==> src/rtl/counter_updown_mod.sv <==
// ============================================================================
// Module   : counter_updown_mod
// Purpose  : Up/down counter with programmable modulus, parallel load,
//            synchronous clear and a registered wrap pulse. When the macro
//            COUNTER_SATURATE_EN is defined, the counter saturates at the
//            terminal values instead of wrapping.
// Revision : 1.0 - initial release
// ============================================================================
`default_nettype none

module counter_updown_mod #(
  parameter int                 WIDTH   = 8,
  parameter logic [WIDTH-1:0]   MAX_VAL = {WIDTH{1'b1}}
) (
  input  logic             clk,
  input  logic             reset_n,
  input  logic             clear,
  input  logic             load,
  input  logic [WIDTH-1:0] load_val,
  input  logic             enable,
  input  logic             up,
  output logic [WIDTH-1:0] q,
  output logic             wrap,
  output logic             at_max,
  output logic             at_zero
);

  localparam logic [WIDTH-1:0] c_max  = MAX_VAL;
  localparam logic [WIDTH-1:0] c_zero = '0;
  localparam logic [WIDTH-1:0] c_one  = {{(WIDTH-1){1'b0}}, 1'b1};

  logic [WIDTH-1:0] r_q;
  logic             r_wrap;
  logic [WIDTH-1:0] w_next;
  logic             w_wrap;
  logic             w_is_max;
  logic             w_is_zero;

  assign w_is_max  = (r_q == c_max);
  assign w_is_zero = (r_q == c_zero);

  // Boundary tests precede the arithmetic so q never leaves 0..MAX_VAL,
  // even when MAX_VAL is all ones.
  always_comb begin
    w_next = r_q;
    w_wrap = 1'b0;
    if (clear) begin
      w_next = c_zero;
    end else if (load) begin
      w_next = (load_val > c_max) ? c_max : load_val;
    end else if (enable) begin
      if (up) begin
        if (w_is_max) begin
`ifdef COUNTER_SATURATE_EN
          w_next = c_max;
`else
          w_next = c_zero;
`endif
          w_wrap = 1'b1;
        end else begin
          w_next = r_q + c_one;
        end
      end else begin
        if (w_is_zero) begin
`ifdef COUNTER_SATURATE_EN
          w_next = c_zero;
`else
          w_next = c_max;
`endif
          w_wrap = 1'b1;
        end else begin
          w_next = r_q - c_one;
        end
      end
    end
  end

  always_ff @(posedge clk or negedge reset_n) begin
    if (!reset_n) begin
      r_q    <= c_zero;
      r_wrap <= 1'b0;
    end else begin
      r_q    <= w_next;
      r_wrap <= w_wrap;
    end
  end

  assign q       = r_q;
  assign wrap    = r_wrap;
  assign at_max  = w_is_max;
  assign at_zero = w_is_zero;

endmodule

`default_nettype wire

==> config.mk <==
export PLATFORM = sky130hd
export DESIGN_NAME = counter_updown_mod
export DESIGN_NICKNAME = d
export VERILOG_FILES = /design/src/rtl/counter_updown_mod.sv
export SDC_FILE = /design/constraint.sdc
export NUM_CORES = 1
export LEC_CHECK = 0
export CORE_UTILIZATION = 50
export CTS_BUF_LIST = sky130_fd_sc_hd__clkbuf_4
export DETAILED_ROUTE_END_ITERATION = 8
export HOLD_SLACK_MARGIN = 0.02
export PLACE_DENSITY = 0.79
export SLEW_MARGIN = 15
export SYNTH_ARGS = -nofsm -noshare
export SYNTH_HDL_FRONTEND = slang
export SYNTH_SLANG_ARGS = --single-unit
==> constraint.sdc <==
create_clock -name clk -period 3.7 [get_ports clk]
set_input_delay 0.74 -clock clk [delete_from_list [all_inputs] [get_ports clk]]
set_output_delay 0.74 -clock clk [all_outputs]
set_load 0.03 [all_outputs]
Word-level counts from Yosys, hierarchy flattened
Index checks and enable logic that the tools add are counted.
{ "word_totals": {"romBits": 0, "elab_cells": 21, "output_inout_bits": 11, "ff_bits": 9, "mem_bits_rw": 0, "memories": 0, "latch_bits": 0, "inputBits": 14} }
{ "op_classes": {"reduce_logical": 2, "shifts": 0, "magnitude_cmp": 1, "bitwise": 0, "div_mod_pow": 0, "muxes": 13, "multipliers": 0, "addsub": 2, "n_eq_ne": 1} }
{ "op_table": {"columns": ["cell", "n"], "rows": [
  ["2-to-1 mux 8 bit", 7],
  ["adder 8 x 1 -> 8 bit (second input constant)", 1],
  ["== test 8 bit (second input constant)", 1],
  ["> comparator 8 bit (second input constant)", 1],
  ["logical NOT 8 bit", 1],
  ["subtractor 8 x 1 -> 8 bit (second input constant)", 1],
  ["2-to-1 mux 1 bit", 6],
  ["nonzero test 3 bit", 1]
]} }

Logic depth before layout (Yosys ltp)
Gate-level depths: netlist of the first run.
{ "logic_depth": {"word_depth": 6, "ltp_mapped": 7, "depth_no_buf": 6} }

Least setup slack after synthesis of the first run
Ideal clock, no wire load.
{ "synth_path": {"path_type": "register -> output", "from": "reg r_q[4], in the netlist q[4]", "to": "out at_zero", "arrival_ns": 2.018, "stages_incl_launch_ff": 5, "setup_slack_ns": 0.942, "required_ns": 2.960, "path_buffers": 2, "cell_sequence": "dfrtp_1 > buf_6 > or4_4 > buf_6 > nor3_1"} }
{ "synth_between": {"elab_chain_len": 1} }
{ "synth_rtl": {"columns": ["element", "line_no", "text"], "rows": [
  ["from (decl)", "32", "logic [WIDTH-1:0] r_q;"],
  ["from (signal assigned)", "80", "r_q <= c_zero;"],
  ["from (signal assigned)", "83", "r_q <= w_next;"],
  ["logical NOT 8 bit", "40", "assign w_is_zero = (r_q == c_zero);"],
  ["to (decl)", "25", "output logic at_zero"]
]} }
Every way passes these cells.

Final worst setup path of the first run
Same ends and word-level chain as after synthesis.

==> reports/metrics.csv, run 1 <==
stage,metric,value,unit
drt,met3 wire length,181,um
hold_path,hold path start,q[5],
critical_path,capturing point of the worst reg2reg path,q[4],
global_route,largest net degree at the start of global routing,19,
clock_network,Resized Gates After CTS,0,
drt,DRT iter0 DRCs,31,
global_route,initial antenna violation count,0,
critical_path,slowest CP cell,clkdlybuf4s50_1,
final_layout,ANT cells,0,
sta,Worst Tran Pin Value,0.632,ns
sta,Final Hold Violating Endpoints,0,
drt,# DRC,0,
placement,Setup Slack @ Placement,0.955,ns
sta,min cycle time layout,3.06,ns
synth,asr flop ratio synth,100,%
pwr,Final Total Pwr,0.346,mW
sta,fin worst setup slack,0.639,ns
clock_network,# clock sinks,9,
floorplanning,Initial Utilization,53.6,%
synth,register area share after synthesis,24.3,%
hold_path,worst hold path depth,2,
critical_path,worst reg2reg path depth,4,
synth,ys flop type,dfrtp_1,
pwr,worst vdd ir,215,uV
run,max_cap viols,0,
hold_path,Hold Path Class,register to register,
clock_network,maximum clock insertion buffer count,2,
global_route,global-route wire length before repair,3960,um
sta,RSZ-0062 raised after global routing,no,
sta,worst hold slack,0.728,ns
synth,main area contributors after synthesis,"dfrtp_1, xnor2_1, a21oi_1",
synth,net count after synthesis,131,
sta,setup tns final,0,ns
floorplanning,die width,45.0,um
synth,Syn Inst Count,114,
synth,Synth top area share,24.3,%
synth,synth unique cells,45,
clock_network,clock latency on the worst-skew pair,0.27,ns
critical_path,worst-path fanout max,9,
hold_path,Hold Path End,q[5],
clock_network,CTS H-Tree Depth,1,
synth,yosys warns,0,
global_route,vias in the first global route,849,
final_layout,"commonest non-fill, non-tap cell in the layout",clkdlybuf4s50_1,
synth,"EDFF count, synth",0,
synth,post-synthesis average cell area,8.12,sq um
clock_network,TritonCTS clock tree,built,
synth,leading area contributor after synthesis,dfrtp_1,
global_route,GRT overflow,0,
drt,via count,941,
synth,mapped cell area,926,sq um
clock_network,clock buffer count from CTS,3,
critical_path,"reg-to-reg slack, setup",1.64,ns
critical_path,Worst Path Arrival,2.32,ns
placement,HPWL Detailed,1690,um
critical_path,WS Path Type,register to output pin,
final_layout,layout cells sized above 1,7.75,%
final_layout,Layout Nets,147,
critical_path,required time worst endpoint,2.96,ns
outcome,outcome,"complete, no violations",
clock_network,CTS Hold Bufs,0,
drt,Avg WL per Cell,15.5,um
floorplanning,I/O pins,25,
final_layout,Syn-to-layout area delta,25.7,%
sta,Pins Over Slew Limit,0,
drt,Routed met1 length,994,um
pwr,P per Cell Area,298,nW/um^2
drt,first-pass iteration count of the detailed router,5,
sta,final setup fails,0,
placement,routability cong.,0.920,
drt,Via-to-Cell Ratio,6.11,
final_layout,most frequent cells in the layout,"clkdlybuf4s50_1, nor2_1, dfrtp_1, inv_1, a21oi_1",
placement,Port Buf Inserts,24,
clock_network,"Setup Fix Bufs, Post-CTS",0,
drt,Highest Signal Layer,met4,
sta,Slew headroom,57.8,%
critical_path,crit path cell chain,or4_4 > nor3_1 > clkdlybuf4s50_1,
sta,FMAX,327,MHz
global_route,GRT Util Overall,27.1,%
synth,Yosys reg bits,9,
floorplanning,FP Rows,15,
clock_network,CTS root buffer,clkbuf_4,
floorplanning,total core area,1730,sq um
critical_path,Reg-to-Reg Start,q[4],
critical_path,Setup crit start kind,register,
drt,Detailed Route WL,2390,um
floorplanning,Vert. Die Dim,45.0,um
critical_path,CP Capture Type,output pin,
floorplanning,full die area,2030,sq um
drt,Routed Antenna Nets,0,
pwr,Pleak,0.463,nW
critical_path,maximum cell stage delay along the critical path,0.72,ns
clock_network,clock-pin slew on the worst setup and hold paths,0.06,ns
sta,final worst path period share,82.7,%
sta,Setup Skew,0.00630,ns
drt,met2 routed WL,1150,um
-- cells by family after synthesis --
| kind of cell | after synthesis | share of synthesized area, % |
|---|---|---|
| and+or+nand+nor | 38 | 23.8 |
| AOI/OAI and AO/OA | 34 | 28.9 |
| buffers and inverters | 21 | 10.1 |
| DFF | 9 | 24.3 |
| xor gates and xnor gates | 7 | 6.62 |
| adders and majority gates | 3 | 4.05 |
| muxes | 2 | 2.16 |
-- cell usage after synthesis (2+ instances only) --
| cell type | count |
|---|---|
| a21oi_1 | 8 |
| a221o_1 | 2 |
| a31oi_1 | 2 |
| a32oi_1 | 2 |
| and3_1 | 2 |
| buf_6 | 2 |
| clkbuf_1 | 10 |
| dfrtp_1 | 9 |
| ha_1 | 3 |
| inv_1 | 8 |
| mux2i_1 | 2 |
| nand2_1 | 4 |
| nand2b_1 | 2 |
| nand3_1 | 3 |
| nor2_1 | 9 |
| nor3_1 | 5 |
| nor3b_1 | 4 |
| o21ai_0 | 3 |
| o31a_1 | 2 |
| o41ai_1 | 2 |
| xnor2_1 | 5 |
| xor2_1 | 2 |
-- state kept, by name, summed over array words and instances (netlist names) --
name and cells:
wrap 1, q 8
-- cell type report --
type	count	area [sq um]
timing repair buffer	24	240
fill	159	563
clock buffer	4	30.0
tap	25	31.3
inverter	8	30.0
multi-input combinational	84	607
sequential	9	225
-- per-stage QoR --
step,instance area [sq um],std cells,util (%)
final,1160,154,67.4
after global routing,1160,154,67.4
after CTS,1160,154,67.4
after detailed placement,1130,150,65.7
after global placement,1130,150,65.7
after floorplan,926,114,-
-- worst max-delay path, delay by kind of cell (launching register included) --
| family | cells | cell delay (ns) |
|---|---|---|
| buf+inv | 1 | 0.72 |
| flops | 1 | 0.48 |
| simple gates | 2 | 0.85 |
-- worst max path at each step --
stage,depth (start not counted),to,start
global route,3,at_zero,q[4]
detailed placement,3,at_zero,q[4]
CTS,3,at_zero,q[4]
floorplan,4,at_zero,q[4]
finish,3,at_zero,q[4]
global placement,3,at_zero,q[4]
-- per-layer routing --
metal  up-vias  global-route usage (%)
li1        451                       -
met1       434                    38.2
met2        49                    41.7
met3         7                    2.40
met4         0                    12.7
met5         -                       0
-- power breakdown --
part           leakage (nW)  internal (mW)  total, mW  switching [mW]
clock                0.0184         0.0491     0.0884          0.0393
combinational         0.326         0.0641      0.132          0.0683
sequential            0.118          0.105      0.125          0.0203
Power figures use the tool's default switching activity.
==> run 2: changes to the inputs <==
clock period = 3.1 ns   (was 3.7 ns; I/O delays follow)
==> run 2 against run 1 <==
- die area unchanged
- first-iteration DRC count grew 29%
- clock skew about the same
- combinational power is 22% higher
- sequential share of layout area shrank 0.25 points
- critical path depth stayed put
- sequential power is 20% higher
- register-to-register slack got worse by 0.59 ns
- global-route usage grew 1.3 points
- via count rose by 1.3%
- sequential cell count did not move
- cell area is 1.3% higher
- critical path type unchanged
==> reports/metrics.csv, run 2 (synthesis gave the netlist of run 1 again) <==
stage,metric,value,unit,change
clock_network,"Setup Fix Bufs, Post-CTS",0,,unchanged
final_layout,Finished Layout Cells,156,,+1.3%
final_layout,Layout Nets,149,,+1.4%
pwr,worst vdd ir,269,uV,+25%
drt,# DRC,0,,unchanged
clock_network,clock-pin slew on the worst setup and hold paths,0.07,ns,about the same
drt,Via-to-Cell Ratio,6.11,,about the same
final_layout,Largest register FFs,8,,unchanged
critical_path,required time worst endpoint,2.48,ns,-0.48 ns
clock_network,# clock sinks,9,,unchanged
global_route,met1 GRT Util,38.8,%,+0.63 points
global_route,initial antenna violation count,0,,unchanged
clock_network,Resized Gates After CTS,0,,unchanged
final_layout,Syn-to-layout area delta,27.3,%,
global_route,GRT busiest layer,met2,,
sta,Setup Skew,0.00622,ns,-0.0000745 ns
final_layout,ANT cells,0,,unchanged
placement,dpl cell area,1150,sq um,+1.3%
floorplanning,total core area,1730,sq um,unchanged
placement,routability cong.,0.892,,-3.0%
critical_path,CP Capture Type,output pin,,
sta,min cycle time layout,2.97,ns,
sta,Slew headroom,65.3,%,+7.6 points
clock_network,CTS root buffer,clkbuf_4,,
sta,RSZ-0062 raised after global routing,no,,
sta,FMAX,337,MHz,
sta,final worst path period share,95.7,%,
critical_path,WS Path Type,register to output pin,,
sta,final setup fails,0,,unchanged
placement,HPWL Detailed,1690,um,about the same
placement,Setup Slack @ Placement,0.442,ns,-0.513 ns
hold_path,Hold Path Class,input port to asynchronous set/reset pin,,
drt,DRT iter0 DRCs,40,,+29%
outcome,outcome,"complete, no violations",,
global_route,vias in the first global route,844,,-0.59%
placement,Port Buf Inserts,24,,unchanged
global_route,global-route wire length before repair,4000,um,+1.1%
sta,Final Hold Violating Endpoints,0,,unchanged
final_layout,post-route cell area,1180,sq um,+1.3%
floorplanning,Initial Utilization,53.6,%,unchanged
global_route,met3 Track Usage GR,6.00,%,+3.6 points
final_layout,final core area utilization,68.3,%,+0.87 points
final_layout,Fill cells,161,,+1.3%
global_route,largest net degree at the start of global routing,15,,-4
final_layout,most frequent cells in the layout,"clkdlybuf4s50_1, nor2_1, dfrtp_1, inv_1, a21oi_1",,
clock_network,maximum clock insertion buffer count,2,,unchanged
final_layout,"commonest non-fill, non-tap cell in the layout",clkdlybuf4s50_1,,
run,max_cap viols,0,,unchanged
floorplanning,FP Rows,15,,unchanged
floorplanning,I/O pins,25,,unchanged
clock_network,CTS Hold Bufs,0,,unchanged
drt,Detailed Route WL,2480,um,+3.9%
global_route,GRT overflow,0,,unchanged
pwr,P per Cell Area,358,nW/um^2,+20%
critical_path,worst-path fanout max,9,,unchanged
global_route,GRT Util Overall,28.4,%,+1.3 points
clock_network,clock latency on the worst-skew pair,0.29,ns,+0.02 ns
drt,Avg WL per Cell,15.9,um,+2.5%
critical_path,Worst Path Arrival,2.35,ns,+0.03 ns
sta,setup tns final,0,ns,unchanged
clock_network,TritonCTS clock tree,built,,
global_route,met2 Use GR,43.8,%,+2.0 points
sta,Pins Over Slew Limit,0,,unchanged
floorplanning,full die area,2030,sq um,unchanged
critical_path,Setup crit start kind,register,,
sta,fin worst setup slack,0.132,ns,-0.507 ns
floorplanning,Vert. Die Dim,45.0,um,unchanged
sta,Worst Tran Pin Value,0.518,ns,-0.113 ns
drt,first-pass iteration count of the detailed router,4,,-1
clock_network,CTS H-Tree Depth,1,,unchanged
placement,Placed Cells,152,,+1.3%
drt,via count,953,,+1.3%
drt,Routed Antenna Nets,0,,unchanged
final_layout,layout cells sized above 1,9.16,%,+1.4 points
clock_network,clock buffer count from CTS,3,,unchanged
floorplanning,die width,45.0,um,unchanged
pwr,Pleak,0.473,nW,+2.1%
## run 2: area by class of cell
cell class | count | area, sq um | share of cell area (%)
multi-input cells | 84 | 607 | 51.5
flip-flops and latches | 9 | 225 | 19.1
clock buffers | 4 | 30.0 | 2.55
inverters | 8 | 30.0 | 2.55
repair buffers | 26 | 255 | 21.7
well taps | 25 | 31.3 | 2.65
## run 2: worst paths after layout
| kind | cells past startpoint | start | slack, ns | to |
|---|---|---|---|---|
| max reg2reg | 4 | q[4] | 1.05 | q[4] |
| max | 3 | q[4] | 0.13 | at_zero |
| min reg2reg | 2 | q[5] | 0.75 | q[5] |
| min | 1 | reset_n | 0.64 | q[2] |
| max in group asynchronous | 1 | reset_n | 2.14 | q[0] |
| min in group clk | 2 | q[5] | 0.75 | q[5] |
## run 2: power breakdown
group	total (mW)	switching [mW]	internal (mW)
logic	0.161	0.0828	0.0781
registers	0.150	0.0245	0.125
clock network	0.112	0.0527	0.0589
total	0.422	0.160	0.262
## run 2: stage by stage
stage / hold WS [ns] / power (mW)
after detailed placement: 0.715 / 0.310
final: 0.642 / 0.422
after global placement: 0.711 / 0.308
after CTS: 0.681 / 0.415
after global routing: 0.697 / 0.446
after floorplan: 0.324 / 0.260
## run 2: worst max-delay path: stages (launching register included)
cell and delay (ns):
dfrtp_1 0.48, or4_4 0.62, nor3_1 0.24, clkdlybuf4s50_1 0.72
## run 2: routing by layer
| layer | vias up | part of all wire, % |
|---|---|---|
| li1 | 457 | - |
| met5 | - | 0 |
| met1 | 454 | 44 |
| met4 | 0 | 1.6 |
| met2 | 37 | 49 |
| met3 | 5 | 5.7 |
==> run 3: changes to the inputs <==
PLACE_DENSITY = 0.82   (was 0.79)
==> run 3 against run 2 <==
- cell area increased by 0.64%
- hold slack improved by 0.0071 ns
- largest power group unchanged
- via count unchanged
- total power decreased by 1.3%
- setup slack improved by 0.037 ns
- core utilization increased by 0.43 points
- first-iteration DRC count decreased by 68%
- die area unchanged
- sequential share of layout area decreased by 0.12 points
- fmax increased by 1.3%
==> reports/metrics.csv, run 3 (synthesis gave the netlist of run 1 again) <==
stage,metric,value,unit,change
critical_path,required time worst endpoint,2.48,ns,about the same
critical_path,CP Capture Type,output pin,,
outcome,outcome,"complete, no violations",,
pwr,P per Cell Area,351,nW/um^2,-2.0%
critical_path,WS Path Type,register to output pin,,
clock_network,TritonCTS clock tree,built,,
critical_path,slowest CP cell,clkdlybuf4s50_1,,
critical_path,CP bufs+invs,1,,unchanged
placement,dpl cell area,1160,sq um,+0.65%
final_layout,Fill cells,151,,-6.2%
drt,first-pass iteration count of the detailed router,4,,unchanged
floorplanning,die width,45.0,um,unchanged
clock_network,CTS root buffer,clkbuf_4,,
global_route,vias in the first global route,889,,+5.3%
pwr,Seq pwr share,35.1,%,-0.4 points
final_layout,area of the multi-input gates,607,sq um,unchanged
pwr,switching power,0.153,mW,-4.4%
placement,HPWL Detailed,1740,um,+3.1%
critical_path,cell family with most CP delay,simple AND/OR/NAND/NOR gates,,
drt,# DRC,0,,unchanged
floorplanning,total core area,1730,sq um,unchanged
pwr,Comb power frac,39.4,%,+1.3 points
final_layout,Syn-to-layout area delta,28.1,%,
sta,worst hold slack,0.649,ns,+0.00706 ns
final_layout,final core area utilization,68.7,%,+0.43 points
final_layout,post-route cell area,1190,sq um,+0.64%
floorplanning,full die area,2030,sq um,unchanged
clock_network,CTS Hold Bufs,0,,unchanged
final_layout,Layout Nets,150,,+0.67%
pwr,Pleak,0.478,nW,+1.1%
clock_network,maximum clock insertion buffer count,2,,unchanged
drt,Avg WL per Cell,14.9,um,-6.0%
clock_network,Resized Gates After CTS,0,,unchanged
placement,Placed Cells,153,,+0.66%
sta,min cycle time layout,2.93,ns,-0.0369 ns
critical_path,Worst Path Arrival,2.31,ns,-0.04 ns
critical_path,maximum cell stage delay along the critical path,0.72,ns,about the same
run,max_cap viols,0,,unchanged
drt,Routed Antenna Nets,0,,unchanged
critical_path,crit path cell chain,or4_4 > nor3_1 > clkdlybuf4s50_1,,
sta,RSZ-0062 raised after global routing,no,,
sta,final worst path period share,94.6,%,-1.2 points
sta,Setup Skew,0.00737,ns,+0.00115 ns
final_layout,layout cells sized above 1,9.85,%,+0.69 points
global_route,GRT overflow,0,,unchanged
global_route,GRT Util Overall,27.8,%,-0.60 points
sta,Final Hold Violating Endpoints,0,,unchanged
clock_network,CTS H-Tree Depth,1,,unchanged
drt,Via-to-Cell Ratio,6.07,,-0.64%
final_layout,ANT cells,0,,unchanged
sta,Pins Over Slew Limit,0,,unchanged
placement,routability cong.,0.880,,-1.4%
floorplanning,FP Rows,15,,unchanged
final_layout,"commonest non-fill, non-tap cell in the layout",clkdlybuf4s50_1,,
floorplanning,Vert. Die Dim,45.0,um,unchanged
critical_path,Setup crit start kind,register,,
final_layout,Finished Layout Cells,157,,+0.64%
pwr,worst vdd ir,203,uV,-25%
sta,FMAX,341,MHz,+1.3%
sta,Slew headroom,65.7,%,+0.34 points
drt,via count,953,,unchanged
floorplanning,I/O pins,25,,unchanged
global_route,largest net degree at the start of global routing,15,,unchanged
placement,Port Buf Inserts,24,,unchanged
global_route,global-route wire length before repair,4020,um,+0.32%
final_layout,FF/Latch Area,225,sq um,unchanged
floorplanning,Initial Utilization,53.6,%,unchanged
sta,setup tns final,0,ns,unchanged
final_layout,most frequent cells in the layout,"clkdlybuf4s50_1, nor2_1, dfrtp_1, inv_1, a21oi_1",,
drt,DRT iter0 DRCs,13,,-68%
pwr,clock group share of total power,25.5,%,-0.9 points
drt,Detailed Route WL,2350,um,-5.4%
clock_network,"Setup Fix Bufs, Post-CTS",0,,unchanged
sta,final setup fails,0,,unchanged
clock_network,clock latency on the worst-skew pair,0.28,ns,about the same
clock_network,clock buffer count from CTS,3,,unchanged
pwr,Sw Share,36.7,%,-1.2 points
clock_network,clock-pin slew on the worst setup and hold paths,0.07,ns,about the same
critical_path,worst-path fanout max,9,,unchanged
pwr,P_int,0.264,mW,+0.56%
global_route,initial antenna violation count,0,,unchanged
sta,Worst Tran Pin Value,0.513,ns,-0.00505 ns
final_layout,Largest register FFs,8,,unchanged
hold_path,Hold Path Class,input port to asynchronous set/reset pin,,
clock_network,# clock sinks,9,,unchanged
[run 3: changes by cell type in the layout (fill, tap and decap cells not counted), sizes merged]
cell / delta
buf: +1
[run 3: per-stage QoR]
step,power (mW),setup slack (ns)
final,0.417,0.169
after global routing,0.448,0.0666
after CTS,0.419,0.160
after detailed placement,0.312,0.469
after global placement,0.309,0.482
after floorplan,0.260,0.462
[run 3: area by class of cell]
cell class	instances	share of cell area [%]
tap	25	2.64
multi-input combinational	84	51.2
timing repair buffer	27	22.2
sequential	9	19.0
inverter	8	2.53
clock buffer	4	2.53
[run 3: worst register-to-register path, delay by kind of cell (launching register included)]
family	cells	cell delay [ns]
compound gates	3	0.87
flops	1	0.48
simple gates	1	0.62
[run 3: routing by layer]
layer	GRT usage (%)	up-vias	share of wire, %
met5	0	-	0
met4	15.8	0	2.5
met3	6.80	7	5.9
met2	44.3	31	47
met1	33.9	446	45
li1	-	469	-
[run 3: path summary, 6_finish.rpt]
kind	start	endpoint	slack [ns]	depth (start not counted)
setup / recovery	q[4]	at_zero	0.17	3
hold / removal	reset_n	q[4]	0.65	1
setup reg to reg	q[4]	q[4]	1.04	4
hold reg to reg	q[5]	q[5]	0.75	2
max in group asynchronous	reset_n	q[1]	2.14	1
min in group clk	q[5]	q[5]	0.75	2
[run 3: power by group through the flow]
stage	combinational, mW	sequential [mW]	clock (mW)
after floorplan	0.108	0.152	0
after global placement	0.162	0.147	0
after detailed placement	0.164	0.148	0
after CTS	0.165	0.146	0.109
after global routing	0.181	0.149	0.118
final	0.164	0.146	0.106
